==> config.mk <==
export PLATFORM = sky130hd
export DESIGN_NAME = rv32_decode_stage
export DESIGN_NICKNAME = d
export VERILOG_FILES = /design/src/rtl/rv32_decode_stage_pkg.sv /design/src/rtl/rv32_decode_comb.sv /design/src/rtl/rv32_decode_stage.sv
export SDC_FILE = /design/constraint.sdc
export NUM_CORES = 1
export LEC_CHECK = 0
export ABC_AREA = 1
export CAP_MARGIN = 20
export CELL_PAD_IN_SITES_DETAIL_PLACEMENT = 1
export CELL_PAD_IN_SITES_GLOBAL_PLACEMENT = 1
export CORE_ASPECT_RATIO = 1.4
export CORE_MARGIN = 8
export CORE_UTILIZATION = 37
export CTS_BUF_LIST = sky130_fd_sc_hd__clkbuf_4 sky130_fd_sc_hd__clkbuf_8 sky130_fd_sc_hd__clkbuf_16
export CTS_CLUSTER_DIAMETER = 50
export DETAILED_ROUTE_END_ITERATION = 8
export MAX_ROUTING_LAYER = met4
export PLACE_DENSITY = 0.81
export SYNTH_ARGS = -nofsm -noshare
export SYNTH_HDL_FRONTEND = slang
export SYNTH_SLANG_ARGS = --single-unit
==> constraint.sdc <==
create_clock -name clk -period 2.1 [get_ports clk]
set_input_delay 0.525 -clock clk [delete_from_list [all_inputs] [get_ports clk]]
set_output_delay 0.525 -clock clk [all_outputs]
set_load 0.005 [all_outputs]
==> src/rtl/rv32_decode_stage_pkg.sv <==
// rtl/rv32_decode_stage_pkg.sv - shared RV32IM decode types, opcodes and mnemonic helpers
package rv32_decode_stage_pkg;

    typedef logic [31:0] RV32I_OPERAND_t;
    typedef logic [6:0]  RV32I_OPCODE_t;
    typedef logic [4:0]  RV32I_REGISTER_t;
    typedef logic [31:0] RV32I_IMM_t;

    typedef enum logic [5:0] {
        NULL, LUI, AUIPC, JAL, JALR,
        BEQ, BNE, BLT, BGE, BLTU, BGEU,
        LB, LH, LW, LBU, LHU, SB, SH, SW,
        ADDI, SLTI, SLTIU, XORI, ORI, ANDI, SLLI, SRLI, SRAI,
        ADD, SUB, SLL, SLT, SLTU, XOR, SRL, SRA, OR, AND,
        ECALL, EBREAK,
        MUL, MULH, MULHSU, MULHU, DIV, DIVU, REM, REMU
    } RV32I_INSTRUCTION_MNEMONIC_t;

    localparam RV32I_OPCODE_t OPC_LUI    = 7'b0110111;
    localparam RV32I_OPCODE_t OPC_AUIPC  = 7'b0010111;
    localparam RV32I_OPCODE_t OPC_JAL    = 7'b1101111;
    localparam RV32I_OPCODE_t OPC_JALR   = 7'b1100111;
    localparam RV32I_OPCODE_t OPC_BRANCH = 7'b1100011;
    localparam RV32I_OPCODE_t OPC_LOAD   = 7'b0000011;
    localparam RV32I_OPCODE_t OPC_STORE  = 7'b0100011;
    localparam RV32I_OPCODE_t OPC_OPIMM  = 7'b0010011;
    localparam RV32I_OPCODE_t OPC_OP     = 7'b0110011;
    localparam RV32I_OPCODE_t OPC_SYSTEM = 7'b1110011;

    localparam logic [6:0] F7_BASE   = 7'h00;
    localparam logic [6:0] F7_ALT    = 7'h20;
    localparam logic [6:0] F7_MULDIV = 7'h01;

    localparam RV32I_OPERAND_t INSTR_ECALL  = 32'h0000_0073;
    localparam RV32I_OPERAND_t INSTR_EBREAK = 32'h0010_0073;

    typedef struct packed {
        RV32I_OPCODE_t               opcode;
        RV32I_INSTRUCTION_MNEMONIC_t mnemonic;
        RV32I_REGISTER_t             rs1;
        RV32I_REGISTER_t             rs2;
        RV32I_REGISTER_t             rd;
        RV32I_IMM_t                  imm;
        logic                        illegal;
    } DECODED_INSTR_t;

    localparam DECODED_INSTR_t DECODED_RESET = '{
        opcode: '0, mnemonic: NULL, rs1: '0, rs2: '0, rd: '0, imm: '0, illegal: 1'b0
    };

    typedef enum logic [1:0] {ST_EMPTY, ST_ONE, ST_TWO} skid_state_t;

    function automatic RV32I_INSTRUCTION_MNEMONIC_t base_op(input logic [2:0] f3);
        case (f3)
            3'd0:    return ADD;
            3'd1:    return SLL;
            3'd2:    return SLT;
            3'd3:    return SLTU;
            3'd4:    return XOR;
            3'd5:    return SRL;
            3'd6:    return OR;
            default: return AND;
        endcase
    endfunction

    function automatic RV32I_INSTRUCTION_MNEMONIC_t muldiv_op(input logic [2:0] f3);
        case (f3)
            3'd0:    return MUL;
            3'd1:    return MULH;
            3'd2:    return MULHSU;
            3'd3:    return MULHU;
            3'd4:    return DIV;
            3'd5:    return DIVU;
            3'd6:    return REM;
            default: return REMU;
        endcase
    endfunction

endpackage

==> src/rtl/rv32_decode_comb.sv <==
// rtl/rv32_decode_comb.sv - combinational RV32I(M) field extraction and legality check
module rv32_decode_comb
    import rv32_decode_stage_pkg::*;
#(
    parameter bit M_EXT  = 1'b1,
    parameter bit STRICT = 1'b1
) (
    input  RV32I_OPERAND_t instr_i,
    output DECODED_INSTR_t dec_o
);

    logic [2:0]                  f3;
    logic [6:0]                  f7;
    RV32I_IMM_t                  imm_i, imm_s, imm_b, imm_u, imm_j;
    RV32I_INSTRUCTION_MNEMONIC_t mn;
    logic                        ill;

    assign f3    = instr_i[14:12];
    assign f7    = instr_i[31:25];
    assign imm_i = {{20{instr_i[31]}}, instr_i[31:20]};
    assign imm_s = {{20{instr_i[31]}}, instr_i[31:25], instr_i[11:7]};
    assign imm_b = {{19{instr_i[31]}}, instr_i[31], instr_i[7], instr_i[30:25], instr_i[11:8], 1'b0};
    assign imm_u = {instr_i[31:12], 12'b0};
    assign imm_j = {{11{instr_i[31]}}, instr_i[31], instr_i[19:12], instr_i[20], instr_i[30:21], 1'b0};

    always_comb begin
        dec_o        = DECODED_RESET;
        dec_o.opcode = instr_i[6:0];
        mn           = NULL;
        ill          = 1'b0;
        case (instr_i[6:0])
            OPC_LUI, OPC_AUIPC: begin
                dec_o.rd  = instr_i[11:7];
                dec_o.imm = imm_u;
                mn        = (instr_i[6:0] == OPC_LUI) ? LUI : AUIPC;
            end
            OPC_JAL: begin
                dec_o.rd  = instr_i[11:7];
                dec_o.imm = imm_j;
                mn        = JAL;
            end
            OPC_JALR: begin
                dec_o.rd  = instr_i[11:7];
                dec_o.rs1 = instr_i[19:15];
                dec_o.imm = imm_i;
                mn        = JALR;
                ill       = STRICT && (f3 != 3'd0);
            end
            OPC_BRANCH: begin
                dec_o.rs1 = instr_i[19:15];
                dec_o.rs2 = instr_i[24:20];
                dec_o.imm = imm_b;
                case (f3)
                    3'd0:    mn = BEQ;
                    3'd1:    mn = BNE;
                    3'd4:    mn = BLT;
                    3'd5:    mn = BGE;
                    3'd6:    mn = BLTU;
                    3'd7:    mn = BGEU;
                    default: ill = 1'b1;
                endcase
            end
            OPC_LOAD: begin
                dec_o.rd  = instr_i[11:7];
                dec_o.rs1 = instr_i[19:15];
                dec_o.imm = imm_i;
                case (f3)
                    3'd0:    mn = LB;
                    3'd1:    mn = LH;
                    3'd2:    mn = LW;
                    3'd4:    mn = LBU;
                    3'd5:    mn = LHU;
                    default: ill = 1'b1;
                endcase
            end
            OPC_STORE: begin
                dec_o.rs1 = instr_i[19:15];
                dec_o.rs2 = instr_i[24:20];
                dec_o.imm = imm_s;
                case (f3)
                    3'd0:    mn = SB;
                    3'd1:    mn = SH;
                    3'd2:    mn = SW;
                    default: ill = 1'b1;
                endcase
            end
            OPC_OPIMM: begin
                dec_o.rd  = instr_i[11:7];
                dec_o.rs1 = instr_i[19:15];
                dec_o.imm = imm_i;
                case (f3)
                    3'd0: mn = ADDI;
                    3'd1: begin
                        mn  = SLLI;
                        ill = STRICT && (f7 != F7_BASE);
                    end
                    3'd2: mn = SLTI;
                    3'd3: mn = SLTIU;
                    3'd4: mn = XORI;
                    3'd5: begin
                        mn  = instr_i[30] ? SRAI : SRLI;
                        ill = STRICT && (f7 != F7_BASE) && (f7 != F7_ALT);
                    end
                    3'd6: mn = ORI;
                    default: mn = ANDI;
                endcase
            end
            OPC_OP: begin
                dec_o.rd  = instr_i[11:7];
                dec_o.rs1 = instr_i[19:15];
                dec_o.rs2 = instr_i[24:20];
                if (f7 == F7_MULDIV) begin
                    mn  = muldiv_op(f3);
                    ill = !M_EXT;
                end else begin
                    // Non-strict mode lets bit 30 pick the alternate op where one exists.
                    if (f7[5] && f3 == 3'd0)      mn = SUB;
                    else if (f7[5] && f3 == 3'd5) mn = SRA;
                    else                          mn = base_op(f3);
                    ill = STRICT && (f7 != F7_BASE) &&
                          !((f7 == F7_ALT) && (f3 == 3'd0 || f3 == 3'd5));
                end
            end
            OPC_SYSTEM: begin
                dec_o.rd  = instr_i[11:7];
                dec_o.rs1 = instr_i[19:15];
                dec_o.imm = imm_i;
                mn        = instr_i[20] ? EBREAK : ECALL;
                ill       = STRICT && (instr_i != INSTR_ECALL) && (instr_i != INSTR_EBREAK);
            end
            default: ill = 1'b1;
        endcase
        dec_o.illegal  = ill;
        dec_o.mnemonic = ill ? NULL : mn;
    end

endmodule

==> src/rtl/rv32_decode_stage.sv <==
// rtl/rv32_decode_stage.sv - registered decode stage with 2-entry skid buffer and flush
module rv32_decode_stage
    import rv32_decode_stage_pkg::*;
#(
    parameter int PC_WIDTH = 32,
    parameter bit M_EXT    = 1'b1,
    parameter bit STRICT   = 1'b1
) (
    input  logic                        clk,
    input  logic                        rst,
    input  logic                        flush,
    input  logic                        in_valid,
    output logic                        in_ready,
    input  RV32I_OPERAND_t              in_instr,
    input  logic [PC_WIDTH-1:0]         in_pc,
    output logic                        out_valid,
    input  logic                        out_ready,
    output logic [PC_WIDTH-1:0]         out_pc,
    output RV32I_OPCODE_t               out_opcode,
    output RV32I_INSTRUCTION_MNEMONIC_t out_mnemonic,
    output RV32I_REGISTER_t             out_rs1,
    output RV32I_REGISTER_t             out_rs2,
    output RV32I_REGISTER_t             out_rd,
    output RV32I_IMM_t                  out_imm,
    output logic                        out_illegal
);

    DECODED_INSTR_t      in_dec;
    DECODED_INSTR_t      o_dec_q, s_dec_q;
    logic [PC_WIDTH-1:0] o_pc_q, s_pc_q;
    skid_state_t         state_q, state_d;
    logic                in_ready_q;
    logic                push, pop;
    logic                load_o_in, load_o_skid, load_skid;

    rv32_decode_comb #(
        .M_EXT  (M_EXT),
        .STRICT (STRICT)
    ) u_decode (
        .instr_i (in_instr),
        .dec_o   (in_dec)
    );

    assign push = in_valid && in_ready_q;
    assign pop  = out_valid && out_ready;

    always_ff @(posedge clk) begin
        if (rst) begin
            state_q    <= ST_EMPTY;
            in_ready_q <= 1'b1;
        end else begin
            state_q    <= state_d;
            in_ready_q <= (state_d != ST_TWO);
        end
    end

    always_comb begin
        state_d = state_q;
        if (flush) begin
            state_d = ST_EMPTY;
        end else begin
            case (state_q)
                ST_EMPTY: if (push) state_d = ST_ONE;
                ST_ONE: begin
                    if (push && !pop)      state_d = ST_TWO;
                    else if (!push && pop) state_d = ST_EMPTY;
                end
                ST_TWO:   if (pop) state_d = ST_ONE;
                default:  state_d = ST_EMPTY;
            endcase
        end
    end

    always_comb begin
        out_valid   = (state_q != ST_EMPTY);
        load_o_in   = !flush && push && ((state_q == ST_EMPTY) || (state_q == ST_ONE && pop));
        load_skid   = !flush && push && (state_q == ST_ONE) && !pop;
        load_o_skid = !flush && pop && (state_q == ST_TWO);
    end

    // O is left untouched by flush; out_valid already tells the consumer to ignore it.
    always_ff @(posedge clk) begin
        if (rst) begin
            o_dec_q <= DECODED_RESET;
            s_dec_q <= DECODED_RESET;
            o_pc_q  <= '0;
            s_pc_q  <= '0;
        end else begin
            if (load_o_in) begin
                o_dec_q <= in_dec;
                o_pc_q  <= in_pc;
            end else if (load_o_skid) begin
                o_dec_q <= s_dec_q;
                o_pc_q  <= s_pc_q;
            end
            if (load_skid) begin
                s_dec_q <= in_dec;
                s_pc_q  <= in_pc;
            end
        end
    end

    assign in_ready     = in_ready_q;
    assign out_pc       = o_pc_q;
    assign out_opcode   = o_dec_q.opcode;
    assign out_mnemonic = o_dec_q.mnemonic;
    assign out_rs1      = o_dec_q.rs1;
    assign out_rs2      = o_dec_q.rs2;
    assign out_rd       = o_dec_q.rd;
    assign out_imm      = o_dec_q.imm;
    assign out_illegal  = o_dec_q.illegal;

endmodule

==> impl_metrics.yaml, run 1 <==
clock_tree:
  cts-buffers-inserted: 17
  htree_levels: 4
  cts_root_buffer: "clkbuf_16"
  insertion_delay_ns: 0.44
  cts_tree: "built"
  cts_buffer_depth: 2
  clk_pin_slew_ns: 0.07
  cts.sinks: 189
  hold_buffers: 0
logic_synthesis:
  yosysUniqueCellTypes: 35
  ys.flop_type: "dfxtp_1"
  synth_most_common_cell: "nand2_1"
  async_reset_ff_frac: 0
  synth_area_per_cell_sq_um: 7.03
  synth_nets: 1277
  yosys.area.top_type: "dfxtp_1"
  synth-seq-cells: 189
  synth_top_area_frac: 0.446
  ys_seq_area_frac: 0.446
  netlist_area_sq_mm: 0.00849
  synthTopCellsByArea: "dfxtp_1 (45%), nand2_1 (12%), a21oi_1 (7.0%), nor2_1 (6.1%), o21ai_0 (5.1%)"
  syn_inst: 1208
  synth-edff-count: 0
  yosysWarnings: 0
  synth_common_cells: "nand2_1 (277), dfxtp_1 (189), nor2_1 (137)"
detailed_routing:
  drt_wl_total_microns: 30900
  drc: 0
  routed_via_density: 5.25
  dr.pass1.iters: 5
  avgRoutedWirePerCell_microns: 17.7
  vias: 9178
  ant_nets: 0
  drtIter0Drc: 505
worst_setup_path:
  slowest_delay_ns: 0.56
  cp_slowest_cell: "clkdlybuf4s50_1"
  ff2ff_setup_slack_ns: 0.46
  crit_chain: "clkdlybuf4s50_1, nor2_2, nand2_1, nor2_2, nor2_1, nand2_1, nand2_1, nand2_1, nand2_1, nor2_4, nand2_2, a21oi_1"
  r2r_end: "s_dec_q[33]$_SDFFE_PP0P_"
  reg2reg_depth: 7
  worstSetupStartpointType: "input pin"
  r2r_start: "state_q[0]$_SDFF_PP0_"
  crit_fanout: 8
  required_ns: 2.46
  critPathMostFrequentCell: "nand2_1"
  critical_path_class: "in -> reg"
  critPathArrivalTime_ns: 2.39
  crit_path_end_kind: "flop"
die:
  core_area_sq_mm: 0.0225
  die_height_microns: 195
  fp-row-count: 65
  die_area_sq_mm: 0.0281
  start_util: 0.377
  die_x_microns: 144
  io_pins: 164
global_routing:
  grt_pass1_wl_microns: 50400
  antenna_found_initial: 0
  grt_max_degree: 58
  grt.total_usage: 0.229
  grt_pass1_vias: 9984
  grt.overflow.total: 0
timing:
  fin_crit_ns: 2.03
  fin_skew_ns: 0.00768
  tns_ns: 0
  relSlewSlack: 0.528
  worst_slew_pin_slew_ns: 0.708
  slew_violations: 0
  fin_hold_ws_ns: 0.451
  fmax_mhz: 492
  rsz0062_at_grt: "true"
  finalSetupViolCount: 0
  hold_viol: 0
  worst_slack_ns: 0.0677
  fin_crit_sh: 0.968
power_and_ir_drop:
  p_comb_frac: 0.134
  p_per_area_mw_per_mm2: 693
  ir_drop_mv: 0.525
  power.switching_mw: 2.25
  power_frac_clock: 0.413
  switching_share: 0.269
  pwr-share-seq: 0.453
  p_leak_nw: 5.35
  finalPower_mw: 8.35
  intPower_mw: 6.10
final_layout:
  antenna_cells: 0
  layout.cells.non_filler: 1747
  area_growth_pct: 41.9
  layout-drive-gt1-share: 0.147
  nets: 1502
  final_core_util: 0.535
  final_cell_area_sq_mm: 0.0120
worst_hold_path:
  hp-start: "in_instr[25]"
  holdPathStages: 3
  hold_path_class: "in -> reg"
  min_to: "out_imm[5]$_SDFFE_PP0P_"
place:
  post-place-ws_ns: -0.480
  port_buffers: 163
  gp_congestion: 0.927
  placed_area_sq_mm: 0.0113
  place_inst: 1713
  hpwl_microns: 22200
status:
  outcome: "finished clean"
flow_run:
  max_cap_violations: 0
-- layout make-up --
type / count / area (sq um)
fill: 2826 / 10500
multi-input combinational: 830 / 4050
sequential: 189 / 3780
timing repair buffer: 284 / 2790
clock buffer: 17 / 425
inverter: 111 / 418
tap: 301 / 377
clock inverter: 15 / 198
-- layer usage --
metal	share of wire	routed length (microns)	global-route usage	vias up
li1	-	-	-	4418
met1	0.41	12700	0.248	4499
met2	0.51	15800	0.397	200
met3	0.047	1440	0.0505	61
met4	0.028	867	0.0875	0
met5	0	0	-	-
-- critical path: cells and delay by family --
family,cells,cell delay (ns)
AND/OR/NAND/NOR,10,1.15
buffers and inverters,1,0.56
AO/OA/AOI/OAI,1,0.15
-- state kept, by name, summed over array words and instances (netlist names) --
| signal | count |
|---|---|
| out_illegal | 1 |
| state_q | 2 |
| in_ready | 1 |
| out_rs1 | 5 |
| out_opcode | 7 |
| out_rs2 | 5 |
| out_pc | 32 |
| s_pc_q | 32 |
| out_imm | 32 |
| s_dec_q | 61 |
| out_rd | 5 |
| out_mnemonic | 6 |
-- worst max-delay path by stage --
stage          depth (start not counted)    startpoint                  endpoint  slack (ns)
3_3_place_gp                          11   in_instr[1]  s_dec_q[13]$_SDFFE_PP0P_       -0.41
5_1_grt                               12  in_instr[30]  s_dec_q[52]$_SDFFE_PP0P_       -0.08
3_5_place_dp                          11   in_instr[1]  s_dec_q[19]$_SDFFE_PP0P_       -0.48
6_report                              12  in_instr[30]  s_dec_q[52]$_SDFFE_PP0P_        0.07
4_1_cts                               11   in_instr[1]  s_dec_q[48]$_SDFFE_PP0P_        0.02
2_1_floorplan                          9      in_valid   s_dec_q[5]$_SDFFE_PP0P_        0.35
-- power groups by stage --
stage / clock network [mW] / registers (mW) / logic (mW)
2_1_floorplan: 0 / 3.86 / 0.433
3_3_place_gp: 0 / 3.86 / 1.08
3_5_place_dp: 0 / 3.87 / 1.11
4_1_cts: 3.50 / 3.78 / 1.12
5_1_grt: 3.62 / 3.80 / 1.23
6_report: 3.45 / 3.78 / 1.12
-- logic make-up (layout without fill, tap and decap cells) --
group | count (synthesis) | count (layout) | share of synthesized area
AOI/OAI and AO/OA | 311 | 311 | 0.215
and+or+nand+nor | 519 | 519 | 0.252
buffers and inverters | 189 | 427 | 0.0869
DFF | 189 | 189 | 0.446
-- what timing repair did --
item,in CTS,in global routing
setup buffers,0,2
pin swaps,0,6
setup endpoints to repair,7,64
endpoints found under the hold margin,0,0
gates resized for setup,1,31
-- placed cells by master, fill, tap and decap left out, drive strengths merged, types with 7 or more instances in the layout --
| cell type | count |
|---|---|
| nand2 | 280 |
| a22oi | 38 |
| a21oi | 119 |
| clkbuf | 17 |
| nand3 | 84 |
| buf | 122 |
| dlymetal6s2s | 7 |
| o21bai | 11 |
| dfxtp | 189 |
| clkinv | 9 |
| o211ai | 25 |
| o21ai | 109 |
| inv | 115 |
| clkdlybuf4s50 | 155 |
| nor2 | 142 |
No activity file was read; power rests on OpenSTA's default activity.
==> inputs of run 2 (changes only) <==
PLACE_DENSITY = 0.87   (was 0.81)
==> run 2 against run 1 <==
Sequential share of layout area grew 0.079 points. Count of clock-buffer cells in the layout is the same. Global-route usage grew 1.0 points. First-iteration DRC count shrank 24%. Die area is the same. Critical endpoint is now out_valid. Highest routed layer unchanged.
==> impl_metrics.yaml, run 2 (synthesized netlist as in run 1, its figures left out) <==
detailed_routing:
  avgRoutedWirePerCell_microns: 18.5
  ant_nets: 0
  drc: 0
  dr.pass1.iters: 5
  drtIter0Drc: 385
  vias: 9208
  routed_via_density: 5.28
  drt_wl_total_microns: 32200
worst_setup_path:
  crit_path_end_kind: "output port"
  r2r_start: "in_ready$_SDFF_PP1_"
  required_ns: 1.57
  worstSetupStartpointType: "flop"
  crit_fanout: 4
  critPathArrivalTime_ns: 1.46
  critical_path_class: "reg -> out"
  reg2reg_depth: 10
  ff2ff_setup_slack_ns: 0.45
  r2r_end: "s_dec_q[26]$_SDFFE_PP0P_"
die:
  core_area_sq_mm: 0.0225
  start_util: 0.377
  die_height_microns: 195
  fp-row-count: 65
  io_pins: 164
  die_x_microns: 144
  die_area_sq_mm: 0.0281
timing:
  fin_skew_ns: 0.00760
  hold_viol: 0
  fmax_mhz: 503
  slew_violations: 0
  relSlewSlack: 0.758
  finalSetupViolCount: 0
  fin_crit_ns: 1.99
  worst_slew_pin_slew_ns: 0.360
  fin_crit_sh: 0.946
global_routing:
  grt_max_degree: 69
  grt.overflow.total: 0
  grt_pass1_wl_microns: 52300
  grt.total_usage: 0.239
  antenna_found_initial: 0
  grt_pass1_vias: 10200
power_and_ir_drop:
  power.switching_mw: 2.21
  p_comb_frac: 0.138
  intPower_mw: 6.09
  ir_drop_mv: 0.555
  p_leak_nw: 5.35
  switching_share: 0.267
  pwr-share-seq: 0.456
  p_per_area_mw_per_mm2: 691
  power_frac_clock: 0.406
place:
  hpwl_microns: 22800
  port_buffers: 163
  placed_area_sq_mm: 0.0113
  gp_congestion: 0.942
final_layout:
  final_core_util: 0.533
  regMostFlops: "s_dec_q"
  largest_reg_flops: 61
  nFillCells: 2850
  area_growth_pct: 41.5
  final_cell_area_sq_mm: 0.0120
  nets: 1499
  most-common-layout-cells: "nand2_1 (271), dfxtp_1 (188), clkdlybuf4s50_1 (151), nor2_1 (130), a21oi_1 (117)"
  final_common_cell: "nand2_1"
  antenna_cells: 0
  layout-drive-gt1-share: 0.146
clock_tree:
  cts_buffer_depth: 2
  insertion_delay_ns: 0.44
  cts_tree: "built"
  clk_pin_slew_ns: 0.07
  htree_levels: 4
  cts.sinks: 189
  hold_buffers: 0
  cts-buffers-inserted: 17
  cts_root_buffer: "clkbuf_16"
worst_hold_path:
  hp-start: "in_instr[4]"
  min_to: "out_opcode[4]$_SDFFE_PP0P_"
  holdPathStages: 3
  hold_path_class: "in -> reg"
flow_run:
  max_cap_violations: 0
status:
  outcome: "finished clean"
## run 2: cell types whose count changed in the layout (fill, tap and decap cells not counted), sizes merged, moves of 3 or more
cell and delta:
clkdlybuf4s50 -4, clkinv -4, clkinvlp +4, buf -3
dlymetal6s2s +3
## run 2: area by class of cell
class | instances | area, sq um | share of cell area
clock buffers | 17 | 425 | 0.0354
well taps | 301 | 377 | 0.0313
inverters | 111 | 418 | 0.0348
multi-input cells | 830 | 4060 | 0.338
repair buffers | 281 | 2770 | 0.231
flip-flops and latches | 189 | 3780 | 0.315
clock inverters | 14 | 178 | 0.0148
## run 2: stage by stage
step                worst slack [ns]  setup TNS [ns]  hold slack (ns)  power (mW)  cells
global placement              -0.385          -34.84            0.452        4.96   1709
CTS                          0.00309               0            0.469        8.35   1740
finish                         0.114               0            0.444        8.30   1743
global route               -0.000530       -0.000530            0.457        8.62   1743
detailed placement            -0.465          -43.25            0.458        5.00   1709
floorplan                      0.353               0            0.460        4.29   1208
## run 2: critical path, stage by stage (launching register included)
cell             delay (ns)
dfxtp_2                0.37
inv_1                  0.09
nand2_1                0.07
clkdlybuf4s50_1        0.50
## run 2: routing by layer
layer	GRT usage	part of all wire	up-vias	wire length (microns)
li1	-	-	4419	-
met1	0.254	0.39	4504	12700
met2	0.420	0.53	229	16900
met3	0.0491	0.050	56	1600
met4	0.0996	0.030	0	968
met5	-	0	-	0
## run 2: power by group through the flow
stage | sequential (mW) | combinational [mW] | clock [mW]
after floorplan | 3.86 | 0.433 | 0
after global routing | 3.80 | 1.25 | 3.56
after detailed placement | 3.87 | 1.13 | 0
after CTS | 3.79 | 1.14 | 3.42
final | 3.79 | 1.15 | 3.37
after global placement | 3.86 | 1.09 | 0
## run 2: timing repair
item                       CTS  global route
setup endpoints to repair    4            58
pin swaps                    0             5
setup buffers                0             3
resized for setup            3            36
## run 2: worst max path at each step
stage | from | endpoint | cells after the start
after floorplan | in_valid | s_dec_q[5]$_SDFFE_PP0P_ | 9
after global placement | in_instr[1] | s_dec_q[51]$_SDFFE_PP0P_ | 12
after detailed placement | in_instr[3] | s_dec_q[3]$_SDFFE_PP0P_ | 13
after CTS | in_instr[3] | s_dec_q[3]$_SDFFE_PP0P_ | 13
after global routing | in_instr[28] | out_mnemonic[4]$_SDFFE_PP0P_ | 13
final | state_q[1]$_SDFF_PP0_ | out_valid | 3
